`src/rtl/iobus_irq_ctrl.sv`:
```
`default_nettype none
// ============================================================================
// iobus_irq_ctrl : IOBUS-mapped interrupt controller (pending/mask/overflow)
// Rev 1.0
// ============================================================================
module iobus_irq_ctrl #(
  parameter int          NUM_SRC = 4,
  parameter logic [31:0] BASE_AD = 32'h11300000
) (
  input  logic               CLK,
  input  logic               RST,
  input  logic [NUM_SRC-1:0] SRC,
  input  logic [31:0]        IOBUS_ADDR,
  input  logic [31:0]        IOBUS_OUT,
  input  logic               IOBUS_WR,
  output logic [31:0]        RD_DATA,
  output logic               RD_HIT,
  output logic               INT
);

  localparam logic [31:0] ADDR_PEND = BASE_AD;
  localparam logic [31:0] ADDR_MASK = BASE_AD + 32'h4;
  localparam logic [31:0] ADDR_ACT  = BASE_AD + 32'h8;
  localparam logic [31:0] ADDR_CTRL = BASE_AD + 32'hC;
  localparam logic [31:0] ADDR_OVF  = BASE_AD + 32'h10;

  logic [NUM_SRC-1:0] s1_q, s1_d, s2_q, s2_d, s3_q, s3_d;
  logic [NUM_SRC-1:0] pend_q, pend_d, mask_q, mask_d, ovf_q, ovf_d;
  logic [1:0]         ctrl_q, ctrl_d;
  logic               int_q, int_d;

  logic [NUM_SRC-1:0] rise, pend_clr, ovf_clr, pend_act;
  logic               hit_pend, hit_mask, hit_act, hit_ctrl, hit_ovf;
  logic               act_vld;
  logic [3:0]         act_idx;
  logic               unused_wdata;

  assign unused_wdata = ^IOBUS_OUT[31:NUM_SRC];

  assign hit_pend = (IOBUS_ADDR == ADDR_PEND);
  assign hit_mask = (IOBUS_ADDR == ADDR_MASK);
  assign hit_act  = (IOBUS_ADDR == ADDR_ACT);
  assign hit_ctrl = (IOBUS_ADDR == ADDR_CTRL);
  assign hit_ovf  = (IOBUS_ADDR == ADDR_OVF);

  assign rise     = s2_q & ~s3_q;
  assign pend_act = pend_q & mask_q;

  always_comb begin
    s1_d     = SRC;
    s2_d     = s1_q;
    s3_d     = s2_q;
    pend_clr = (IOBUS_WR && hit_pend) ? IOBUS_OUT[NUM_SRC-1:0] : '0;
    ovf_clr  = (IOBUS_WR && hit_ovf)  ? IOBUS_OUT[NUM_SRC-1:0] : '0;
    mask_d   = (IOBUS_WR && hit_mask) ? IOBUS_OUT[NUM_SRC-1:0] : mask_q;
    ctrl_d   = (IOBUS_WR && hit_ctrl) ? IOBUS_OUT[1:0] : ctrl_q;
    // Level mode tracks the synchronized input; edge mode latches with set-over-clear.
    if (ctrl_q[1]) begin
      pend_d = s2_q;
    end else begin
      pend_d = (pend_q & ~pend_clr) | rise;
    end
    ovf_d = (ovf_q & ~ovf_clr) | (rise & pend_q & ~pend_clr);
    int_d = ctrl_q[0] & (|pend_act);
  end

  always_comb begin
    act_vld = 1'b0;
    act_idx = 4'd0;
    for (int i = NUM_SRC - 1; i >= 0; i--) begin
      if (pend_act[i]) begin
        act_vld = 1'b1;
        act_idx = 4'(i);
      end
    end
  end

  always_comb begin
    RD_HIT  = 1'b1;
    RD_DATA = 32'd0;
    if (hit_pend) begin
      RD_DATA = {{(32-NUM_SRC){1'b0}}, pend_q};
    end else if (hit_mask) begin
      RD_DATA = {{(32-NUM_SRC){1'b0}}, mask_q};
    end else if (hit_act) begin
      RD_DATA = {act_vld, 27'd0, act_idx};
    end else if (hit_ctrl) begin
      RD_DATA = {30'd0, ctrl_q};
    end else if (hit_ovf) begin
      RD_DATA = {{(32-NUM_SRC){1'b0}}, ovf_q};
    end else begin
      RD_HIT = 1'b0;
    end
  end

  always_ff @(posedge CLK or posedge RST) begin
    if (RST) begin
      s1_q   <= '0;
      s2_q   <= '0;
      s3_q   <= '0;
      pend_q <= '0;
      mask_q <= '0;
      ovf_q  <= '0;
      ctrl_q <= 2'd0;
      int_q  <= 1'b0;
    end else begin
      s1_q   <= s1_d;
      s2_q   <= s2_d;
      s3_q   <= s3_d;
      pend_q <= pend_d;
      mask_q <= mask_d;
      ovf_q  <= ovf_d;
      ctrl_q <= ctrl_d;
      int_q  <= int_d;
    end
  end

  assign INT = int_q;

endmodule
`default_nettype wire

```
`config.mk`:
```
export PLATFORM = sky130hd
export DESIGN_NAME = iobus_irq_ctrl
export DESIGN_NICKNAME = d
export VERILOG_FILES = /design/src/rtl/iobus_irq_ctrl.sv
export SDC_FILE = /design/constraint.sdc
export NUM_CORES = 1
export LEC_CHECK = 0
export BUFFER_PORTS_ARGS = -buffer_cell sky130_fd_sc_hd__buf_4
export CORE_UTILIZATION = 40
export DETAILED_ROUTE_END_ITERATION = 10
export PLACE_DENSITY = 0.85
export SLEW_MARGIN = 10
export SYNTH_ARGS = -nofsm -noshare
export SYNTH_HDL_FRONTEND = slang
export SYNTH_SLANG_ARGS = --single-unit
export TNS_END_PERCENT = 5
```
`constraint.sdc`:
```
create_clock -name CLK -period 2.8 [get_ports CLK]
set_clock_uncertainty 0.15 [all_clocks]
set_input_delay 0 -clock CLK [delete_from_list [all_inputs] [get_ports CLK]]
set_output_delay 0 -clock CLK [all_outputs]
set_load 0.01 [all_outputs]
```
# Yosys cells after proc, flatten, opt, wreduce, memory -nomap -nowiden

Index checks and enable logic that the tools add are counted.

Bits in registers: 27
Input bits: 71
Output and inout bits: 34
Word-level logic and storage cells: 51

Equal/unequal tests: 5
Muxes and demuxes: 21
Bitwise logic cells: 12
Reductions and logical operators: 5

Operators by type and width:

| kind                                                                    | count |
|---|---|
| 32-bit by 29-bit equality test with 1-bit output, second input constant | 5 |
| 32-bit two-way mux                                                      | 3 |
| 4-bit two-way mux                                                       | 8 |
| 4-bit bitwise AND                                                       | 6 |
| 4-bit NOT                                                               | 3 |
| 1-bit two-way mux                                                       | 9 |
| 4-bit OR                                                                | 2 |
| 1-bit logical AND                                                       | 4 |
| 4-bit OR reduction                                                      | 1 |
| 2-bit two-way mux                                                       | 1 |
| 1-bit bitwise AND                                                       | 1 |

# Depth between registers and ports, before layout

Gate-level depths: netlist of run 1.

Word-level depth: 8
Gate-level depth with buffers: 6
Mapped depth without buffers: 5

# Worst setup path before layout of run 1

Ideal clock, no wire load.

Path type: input-to-reg
Start point: input IOBUS_ADDR[25]
End point: register mask_q[0]
Library setup time: 0.125 ns
Arrival time: 1.350 ns
Data required time: 2.525 ns
Slack: 1.175 ns
Stages: 6
Path buffers: 1
Path through: nor4b_1 -> nand4_1 -> or2_1 -> buf_2 -> nor3b_4 -> mux2_2

Longest elaborated chain between the ends: 2

RTL lines:

| what                                             | RTL line | source |
|---|---|---|
| start: declaration                               | 13       | `input logic [31:0] IOBUS_ADDR,` |
| 32-bit by 29-bit equality test with 1-bit output | 41       | `assign hit_mask = (IOBUS_ADDR == ADDR_MASK);` |
| 1-bit logical AND                                | 55       | `mask_d = (IOBUS_WR && hit_mask) ? IOBUS_OUT[NUM_SRC-1:0] : mask_q;` |
| end signal: assignment                           | 111      | `mask_q <= mask_d;` |
| end: declaration                                 | 28       | `logic [NUM_SRC-1:0] pend_q, pend_d, mask_q, mask_d, ovf_q, ovf_d;` |

No other way between the ends.
A chain may end at the register's enable or synchronous reset.

# Final worst setup path of run 1

Start point: register pend_q[3]
End point: output RD_DATA[1]

Longest elaborated chain between the ends: 8

RTL lines:

| what                            | RTL line | source |
|---|---|---|
| start: declaration              | 28       |  |
| start signal: assignment        | 110      | `pend_q <= pend_d;` |
| 4-bit bitwise AND               | 47       | `assign pend_act = pend_q & mask_q;` |
| 2-bit two-way mux               | 71       | `if (pend_act[i]) begin` |
| 4-bit two-way mux (3 in series) | 71       |  |
| 32-bit two-way mux              | 85       | `end else if (hit_act) begin` |
| 32-bit two-way mux              | 83       | `end else if (hit_mask) begin` |
| 32-bit two-way mux              | 81       | `if (hit_pend) begin` |
| end: declaration                | 16       | `output logic [31:0] RD_DATA,` |

No other way between the ends.

==> qor.yml, run 1 <==
floorplan:
  fp.dieH_um: 63.68
  rows: 22
  core_area_sq_mm: 0.003661
  dieWidth_um: 63.68
  initial_core_util: 0.4156
  pin_count: 105
  die_area_sq_mm: 0.004055
power:
  peakVddDrop_uv: 229.3
  static-leakage-power_nw: 0.9342
  power.density_mw_per_mm2: 372.3
min_path:
  hp-class: "in -> reg"
clock_network:
  cts_tree: "done"
  numCtsBuffers: 3
  postCtsHoldBufs: 9
  clk_latency_ns: 0.27
  clock-sinks: 27
  post-cts-setup-buffers: 0
  htree_levels: 1
  root_buffer: "clkbuf_8"
  cts_resized: 0
  cts_buffer_depth: 2
  clk_pin_slew_ns: 0.09
detailed_routing:
  viasPerCell: 4.935
  avgRoutedWirePerCell_um: 12.30
  drt_iter0_drc: 78
  vias: 1293
  postRouteAntennaNets: 0
  drc: 0
  routed_wl_mm: 3.223
  firstDrtPassIters: 4
synthesis:
  synth_area_sq_mm: 0.001521
  synthTopCellsByArea: "dfrtp_1, buf_4, mux2_2"
  postSynthCellCount: 156
  synth_edf_count: 0
  ys_seq_area_frac: 0.4441
  synth.top_cell.area_share: 0.4441
  synth_largest_area_cell: "dfrtp_1"
  synthTopCellsByCount: "buf_4, dfrtp_1, nand2_1, nor2_1"
  synth_ff_type: "dfrtp_1"
  ys_seq_elements: 27
  async_flop_share: 1.000
  synth_area_per_cell_sq_um: 9.753
  ys_warn_count: 0
  synth.distinct_cells: 34
timing:
  tns_ns: 0
  maxSlewViolCount: 0
  finalSetupViolCount: 0
  fin_crit_sh: 0.5963
  fmax_ghz: 0.5990
  period_needed_ns: 1.670
  worst_slew_pin_slew_ns: 0.9909
  final-hold-violation-count: 0
  relSlewSlack: 0.3387
  rsz0062_at_grt: "false"
critical_path:
  critPathLaunchType: "register"
  rrSetupSlack_ns: 1.58
  path_class: "reg -> out"
  worst-path-max-fanout: 5
  worstSetupEndpointType: "primary output"
  crit_arrival_ns: 1.52
  crit_required_ns: 2.65
placed_design:
  portBuffers: 49
  place.gp.congestion: 0.7608
  place_hpwl_mm: 2.377
  dpl.cell_count: 249
global_route:
  grt_pass1_wl_mm: 5.333
  grt_pass1_vias: 1220
  grt_overflow: 0
  antenna_found_initial: 0
  grt_max_degree: 28
  grt_usage: 0.1683
layout:
  layout.nets: 286
  drive_gt1_frac: 0.2897
  area_growth_pct: 29.77
  antenna_cells: 0
  stdcell_count: 262
flow_run:
  drv_cap: 0
run_status:
  status: "completed"
-- flip-flops by register name, summed over array words and instances, names as in the netlist --
signal	flops
INT	1
ctrl_q	2
mask_q	4
ovf_q	4
pend_q	4
s1_q	4
s2_q	4
s3_q	4
-- final timing paths --
kind	cells after the start	startpoint	end
max	5	pend_q[3]	RD_DATA[1]
min	3	IOBUS_WR	ovf_q[3]
max reg2reg	3	pend_q[3]	INT
min reg2reg	0	s1_q[2]	s2_q[2]
max in group asynchronous	3	RST	mask_q[0]
min in group asynchronous	3	RST	s1_q[2]
-- through the flow --
stage | cell area [sq um] | hold WS (ns) | setup WS (ns) | utilization | total power [mW]
floorplan | 1619 | -0.1186 | 1.175 | - | 0.4882
global placement | 1839 | -0.04062 | 0.8683 | 0.5024 | 0.5148
finish | 1974 | 0.03842 | 1.130 | 0.5393 | 0.7350
CTS | 1974 | 0.03432 | 1.123 | 0.5393 | 0.7461
detailed placement | 1839 | -0.03969 | 0.8406 | 0.5024 | 0.5174
global route | 1974 | 0.02888 | 0.9870 | 0.5393 | 0.7750
-- cell usage in the layout (no fill, tap or decap) --
cell type      netlist  layout
nor4bb_1             1       1
a22oi_1              1       1
mux2i_1              2       2
nor3b_1              2       2
o21ai_0              5       5
a21oi_1              1       1
o31a_1               1       1
nor2_1              10      10
clkbuf_1             4       1
and3_1               2       2
nor4b_1              2       2
nor4b_4              1       1
a32oi_1              3       3
a32o_1               5       5
mux2_2               6       6
buf_4               27      51
inv_1                6       6
o22ai_1              1       1
o21a_1               2       2
and2_1               1       1
nand3_1              5       5
nand2_1             14      14
nand4_1              2       2
nor3_1               6       6
or2_1                1       1
a31oi_1              5       5
nor4_1               5       5
nand2b_1             1       1
nand3b_1             3       3
nor2b_1              1       1
conb_1               1      27
nor3b_4              1       1
clkbuf_8             0       3
dfrtp_1             27      27
dlygate4sd3_1        0       9
-- critical path, stage by stage, from the launching register on --
cell and delay (ns):
dfrtp_1 0.43, a22oi_1 0.13, o31a_1 0.28, o22ai_1 0.14, and2_1 0.15, buf_4 0.12
-- report_power, final --
part | switching (mW) | internal (mW) | total (mW)
combinational | 0.0578 | 0.0589 | 0.117
clock | 0.114 | 0.102 | 0.216
sequential | 0.00422 | 0.398 | 0.403
-- final cells by class --
class	instances	area, sq um
fillers	338	1687
multi-input cells	117	698.2
well taps	48	60.06
inverters	6	22.52
flip-flops and latches	27	675.6
repair buffers	60	473.0
clock buffers	4	45.04
-- kinds of logic after synthesis --
| kind of cell | Yosys count | share of synthesized area |
|---|---|---|
| buf+inv | 38 | 0.1612 |
| simple gates | 58 | 0.2196 |
| compound gates | 24 | 0.1151 |
| flops | 27 | 0.4441 |
| mux | 8 | 0.05756 |
| other cells | 1 | 0.002465 |
-- routing by layer --
metal	vias to the layer above	share of wire	global-route usage
met1	601	0.41	0.1991
met2	69	0.49	0.3019
met4	0	0.0078	0.04830
met5	-	0	0
li1	620	-	-
met3	3	0.092	0.03623
(Power assumes the default switching activity.)
==> inputs of run 2 (changes only) <==
- ABC_AREA: default -> 1
- PLACE_DENSITY: 0.85 -> 0.83
- clock period: 2.8 -> 1.69 ns (I/O delays scaled with it)
==> run 2 against run 1 <==
  * Routed wire length up 0.19%
  * Critical path depth rose by 5
  * Sequential power rose by 65%
  * Sequential cell count did not move
  * Critical path type unchanged
==> qor.yml, run 2 <==
floorplan:
  initial_core_util: 0.4312  # was 0.4156
  dieWidth_um: 65.99  # was 63.68 um
  rows: 22  # unchanged
  die_area_sq_mm: 0.004355  # was 0.004055 sq mm
  core_area_sq_mm: 0.003799  # was 0.003661 sq mm
  fp.dieH_um: 65.99  # was 63.68 um
  pin_count: 105  # unchanged
synthesis:
  synth_largest_area_cell: "dfrtp_1"  # unchanged
  synth_area_sq_mm: 0.001638  # was 0.001521 sq mm
  synth.top_cell.area_share: 0.4125  # was 0.4441
  yosysMostFrequentCell: "nand2_1"
  ys_seq_elements: 27  # unchanged
  synth_ff_type: "dfrtp_1"  # unchanged
  synth.distinct_cells: 21  # was 34
  synthTopCellsByCount: "nand2_1, inv_1, buf_4, dfrtp_1, nor2_1"  # was buf_4, dfrtp_1, nand2_1, nor2_1
  async_flop_share: 1.000  # unchanged
  synthTopCellsByArea: "dfrtp_1, nand2_1, buf_4"  # was dfrtp_1, buf_4, mux2_2
  synth_edf_count: 0  # unchanged
  ys_warn_count: 0  # unchanged
  synth_area_per_cell_sq_um: 7.411  # was 9.753 sq um
  ys_seq_area_frac: 0.4125  # was 0.4441
  postSynthCellCount: 221  # was 156
timing:
  fin_hold_ws_ns: 0.1040  # was 0.03842 ns
  rsz0062_at_grt: "true"  # was false
  tns_ns: 0  # unchanged
  fin_crit_sh: 0.9559
  maxSlewViolCount: 0  # unchanged
  final-hold-violation-count: 0  # unchanged
  fmax_ghz: 0.6190
  finalSetupViolCount: 0  # unchanged
  period_needed_ns: 1.615
layout:
  layout_commonest_cell: "buf_4"  # unchanged
  fin_util: 0.5725  # was 0.5393
  area_growth_pct: 32.77  # was 29.77%
  layout.nets: 363  # was 286
  layout_common_cells: "buf_4, nand2_1, inv_1"  # was buf_4, dfrtp_1, conb_1
  antenna_cells: 0  # unchanged
  drive_gt1_frac: 0.2612  # was 0.2897
clock_network:
  root_buffer: "clkbuf_8"  # unchanged
  numCtsBuffers: 3  # unchanged
  cts_tree: "done"  # unchanged
  clk_latency_ns: 0.27  # about the same
  clock-sinks: 27  # unchanged
  cts_buffer_depth: 2  # unchanged
  clk_pin_slew_ns: 0.08  # was 0.09 ns
  htree_levels: 1  # unchanged
power:
  power.density_mw_per_mm2: 549.4  # was 372.3 mW/mm^2
  peakVddDrop_uv: 558.7  # was 229.3 uV
  static-leakage-power_nw: 1.184  # was 0.9342 nW
critical_path:
  crit_required_ns: 1.54  # was 2.65 ns
  crit_arrival_ns: 1.47  # was 1.52 ns
  critPathLaunchType: "register"  # unchanged
  worstSetupEndpointType: "primary output"  # unchanged
  worst-path-max-fanout: 3  # was 5
  path_class: "reg -> out"  # unchanged
global_route:
  antenna_found_initial: 0  # unchanged
  grt_usage: 0.1543  # was 0.1683
  grt_pass1_vias: 1269  # was 1220
  grt_max_degree: 28  # unchanged
  grt_overflow: 0  # unchanged
  grt_pass1_wl_mm: 5.050  # was 5.333 mm
placed_design:
  place.gp.congestion: 0.8246  # was 0.7608
  place_hpwl_mm: 2.435  # was 2.377 mm
  portBuffers: 49  # unchanged
detailed_routing:
  postRouteAntennaNets: 0  # unchanged
  drt_iter0_drc: 55  # was 78
  drc: 0  # unchanged
  viasPerCell: 4.333  # was 4.935
  vias: 1469  # was 1293
  firstDrtPassIters: 4  # unchanged
  routed_wl_mm: 3.229  # was 3.223 mm
  avgRoutedWirePerCell_um: 9.525  # was 12.30 um
run_status:
  status: "completed"  # unchanged
min_path:
  hp-class: "in -> reg"  # unchanged
flow_run:
  drv_cap: 0  # unchanged
-- run 2: changes by cell type after synthesis, moves of 3 or more --
cell      delta
nor3_1       -4
nand2_1     +41
a32oi_1      -3
o21ai_0      +7
a32o_1       -5
nor4_1       -5
a31oi_1      -5
o21ai_1      +4
mux2_2       -6
nand2_2      +7
clkbuf_1     -4
nor2_1      +16
inv_1       +22
nand3_1     +11
-- run 2: metal layers --
layer  track usage  vias to the layer above  wire length, um
li1              -                      768                -
met1        0.1831                      634             1295
met2        0.2640                       62             1565
met3       0.02759                        5              310
met4       0.07979                        0               58
met5             0                        -                0
-- run 2: final timing paths --
check,cells past startpoint,slack [ns],to,startpoint
max in group asynchronous,4,0.94,pend_q[3],RST
max reg2reg,4,0.56,INT,pend_q[3]
min reg2reg,0,0.20,s2_q[0],s1_q[0]
max,10,0.07,RD_DATA[0],mask_q[2]
min,7,0.10,pend_q[0],IOBUS_ADDR[3]
min in group asynchronous,4,0.20,s2_q[1],RST
-- run 2: logic make-up after synthesis --
logic type | after synthesis | share of synthesized area
buf+inv | 57 | 0.1925
flops | 27 | 0.4125
simple gates | 117 | 0.3331
other cells | 1 | 0.002290
compound gates | 19 | 0.05959
-- run 2: critical path, cell delays in order, from the launching register on --
cell	delay, ns
dfrtp_1	0.41
nand2_2	0.11
nand3_1	0.07
a21boi_1	0.13
nand4_1	0.10
nand2_1	0.08
inv_1	0.04
nand2_1	0.05
nand2_1	0.04
nand2_1	0.06
buf_4	0.11
-- run 2: area by class of cell --
class / instances / area, sq um
Fill cell: 358 / 1624
Sequential cell: 27 / 675.6
Tap cell: 48 / 60.06
Inverter: 30 / 112.6
Clock buffer: 4 / 45.04
Timing Repair Buffer: 67 / 528.0
Multi-Input combinational cell: 163 / 753.2
-- run 2: power by group --
part	total [mW]	internal [mW]	switching (mW)	leakage, nW
combinational	0.176	0.0921	0.0839	0.854
clock	0.353	0.169	0.184	0.0228
sequential	0.665	0.660	0.00568	0.308
total	1.19	0.921	0.274	1.18
-- run 2: stage by stage --
stage          total power [mW]  instances  setup WS [ns]  instance area, sq um
2_1_floorplan            0.7934        247         0.3968                  1735
3_3_place_gp             0.8337        319         0.1467                  1976
3_5_place_dp             0.8368        319        0.09923                  1976
4_1_cts                   1.215        334        0.01615                  2128
5_1_grt                   1.259        339       -0.05623                  2175
6_report                  1.195        339        0.07459                  2175
-- run 2: what timing repair did --
action	in CTS	in global routing
gates cloned	0	0
hold buffers	10	0
hold endpoints to repair	45	0
gates resized for setup	0	4
setup buffers	1	5
setup endpoints to repair	1	4
==> inputs of run 3 (changes only) <==
- ABC_AREA: 1 -> 0
- PLACE_DENSITY: 0.83 -> 0.85
==> run 3 against run 2 <==
  * Register-to-register slack got worse by 0.09 ns
  * Combinational power is 14% higher
  * Fmax is 0.13% higher
  * Clock power is 2% higher
  * Via count fell by 11%
==> qor.yml, run 3 (synthesis results as in run 1) <==
run_status:
  status: "completed"  # unchanged
clock_network:
  clk_pin_slew_ns: 0.09  # was 0.08 ns
  clk_latency_ns: 0.27  # about the same
  root_buffer: "clkbuf_8"  # unchanged
  clock-sinks: 27  # unchanged
  numCtsBuffers: 3  # unchanged
  cts_tree: "done"  # unchanged
  cts_buffer_depth: 2  # unchanged
  htree_levels: 1  # unchanged
layout:
  fill_cells: 336  # was 358
  layout.nets: 291  # was 363
  layout_commonest_cell: "buf_4"  # unchanged
  layout_common_cells: "buf_4, conb_1, dfrtp_1"  # was buf_4, nand2_1, inv_1
  drive_gt1_frac: 0.3425  # was 0.2612
  antenna_cells: 0  # unchanged
  area_growth_pct: 34.21  # was 32.77%
  fin_util: 0.5578  # was 0.5725
  stdcell_count: 267  # was 339
detailed_routing:
  postRouteAntennaNets: 0  # unchanged
  viasPerCell: 4.906  # was 4.333
  routed_wl_mm: 3.271  # was 3.229 mm
  firstDrtPassIters: 4  # unchanged
  drt_iter0_drc: 47  # was 55
  drc: 0  # unchanged
  vias: 1310  # was 1469
  avgRoutedWirePerCell_um: 12.25  # was 9.525 um
timing:
  final-hold-violation-count: 0  # unchanged
  fmax_ghz: 0.6199  # was 0.6190 GHz
  finalSetupViolCount: 0  # unchanged
  period_needed_ns: 1.613  # was 1.615 ns
  fin_crit_sh: 0.9546  # was 0.9559
  maxSlewViolCount: 0  # unchanged
  rsz0062_at_grt: "true"  # unchanged
  setup_slack_ns: 0.07676  # was 0.07459 ns
  fin_hold_ws_ns: 0.03149  # was 0.1040 ns
  tns_ns: 0  # unchanged
floorplan:
  pin_count: 105  # unchanged
  core_area_sq_mm: 0.003661  # was 0.003799 sq mm
  initial_core_util: 0.4156  # was 0.4312
  rows: 22  # unchanged
  die_area_sq_mm: 0.004055  # was 0.004355 sq mm
  dieWidth_um: 63.68  # was 65.99 um
  fp.dieH_um: 63.68  # was 65.99 um
global_route:
  antenna_found_initial: 0  # unchanged
  grt_pass1_wl_mm: 5.023  # was 5.050 mm
  grt_max_degree: 28  # unchanged
  grt_pass1_vias: 1187  # was 1269
  grt_overflow: 0  # unchanged
  grt_usage: 0.1614  # was 0.1543
power:
  peakVddDrop_uv: 415.1  # was 558.7 uV
  power.density_mw_per_mm2: 600.1  # was 549.4 mW/mm^2
  static-leakage-power_nw: 0.9629  # was 1.184 nW
placed_design:
  place.gp.congestion: 0.8144  # was 0.8246
  place_hpwl_mm: 2.428  # was 2.435 mm
  dpl.cell_count: 253  # was 319
  dp_worst_setup_slack_ns: -0.1732  # was 0.09923 ns
  portBuffers: 49  # unchanged
critical_path:
  worstSetupEndpointType: "primary output"  # unchanged
  crit_required_ns: 1.54  # about the same
  rrSetupSlack_ns: 0.47  # was 0.56 ns
  path_class: "reg -> out"  # unchanged
  crit_arrival_ns: 1.46  # was 1.47 ns
  worst-path-max-fanout: 5  # was 3
  critPathLaunchType: "register"  # unchanged
flow_run:
  drv_cap: 0  # unchanged
min_path:
  hp-class: "in -> reg"  # unchanged
==> run 3: cell count changes in the layout (fill, tap and decap cells not counted), sizes merged, moves of 3 or more <==
cell / before / now
a32o: 0 / 5
o21ai: 16 / 5
nor3b: 0 / 3
nor3: 3 / 6
nor4b: 0 / 3
a32oi: 0 / 3
inv: 30 / 6
nand2: 62 / 14
mux2: 0 / 6
nor2: 28 / 10
a31oi: 0 / 5
nor4: 0 / 5
nand3: 17 / 5
==> run 3: timing repair <==
action / in CTS / in global routing
gates resized for setup: 1 / 6
endpoints found under the setup margin: 1 / 3
hold endpoints to repair: 45 / 0
buffers inserted: 0 / 1
pin swaps: 0 / 2
hold buffers: 9 / 0
==> run 3: worst max-delay path, cell delays in order (launching register included) <==
cell     delay (ns)
dfrtp_2        0.45
a22oi_2        0.23
o31a_1         0.15
o22ai_1        0.06
and2_1         0.16
buf_4          0.14
==> run 3: layout make-up <==
type	count	area, sq um	area share
Sequential cell	27	678.2	0.3321
Multi-Input combinational cell	117	724.4	0.3548
Clock inverter	1	5.005	0.002451
Timing Repair Buffer	65	510.5	0.2500
Inverter	6	22.52	0.01103
Clock buffer	3	41.29	0.02022
Tap cell	48	60.06	0.02941
==> run 3: report_power, final <==
group	internal, mW	leakage [nW]	switching (mW)	total (mW)
logic	0.102	0.630	0.0980	0.200
clock network	0.165	0.0255	0.193	0.359
registers	0.660	0.307	0.00749	0.667
total	0.927	0.963	0.299	1.23
==> run 3: metal layers <==
metal  wire length [um]  vias to the layer above  track usage
met5                  0                        -            0
met4                 72                        0      0.08523
met3                253                        7      0.03623
met2               1641                       61       0.2912
met1               1305                      613       0.1728
li1                   -                      629            -
==> run 3: metrics by stage <==
step | area (sq um) | power, mW
after detailed placement | 1869 | 0.8612
after global placement | 1869 | 0.8575
final | 2042 | 1.225
after floorplan | 1619 | 0.8089
after global routing | 2042 | 1.285
after CTS | 2008 | 1.243
==> run 3: path summary, 6_finish.rpt <==
kind	start	end	depth (start not counted)
min	IOBUS_WR	ovf_q[3]	3
max in group asynchronous	RST	pend_q[3]	4
min reg2reg	s1_q[0]	s2_q[0]	0
max reg2reg	pend_q[3]	INT	3
max	pend_q[3]	RD_DATA[1]	5
min in group asynchronous	RST	s1_q[2]	4
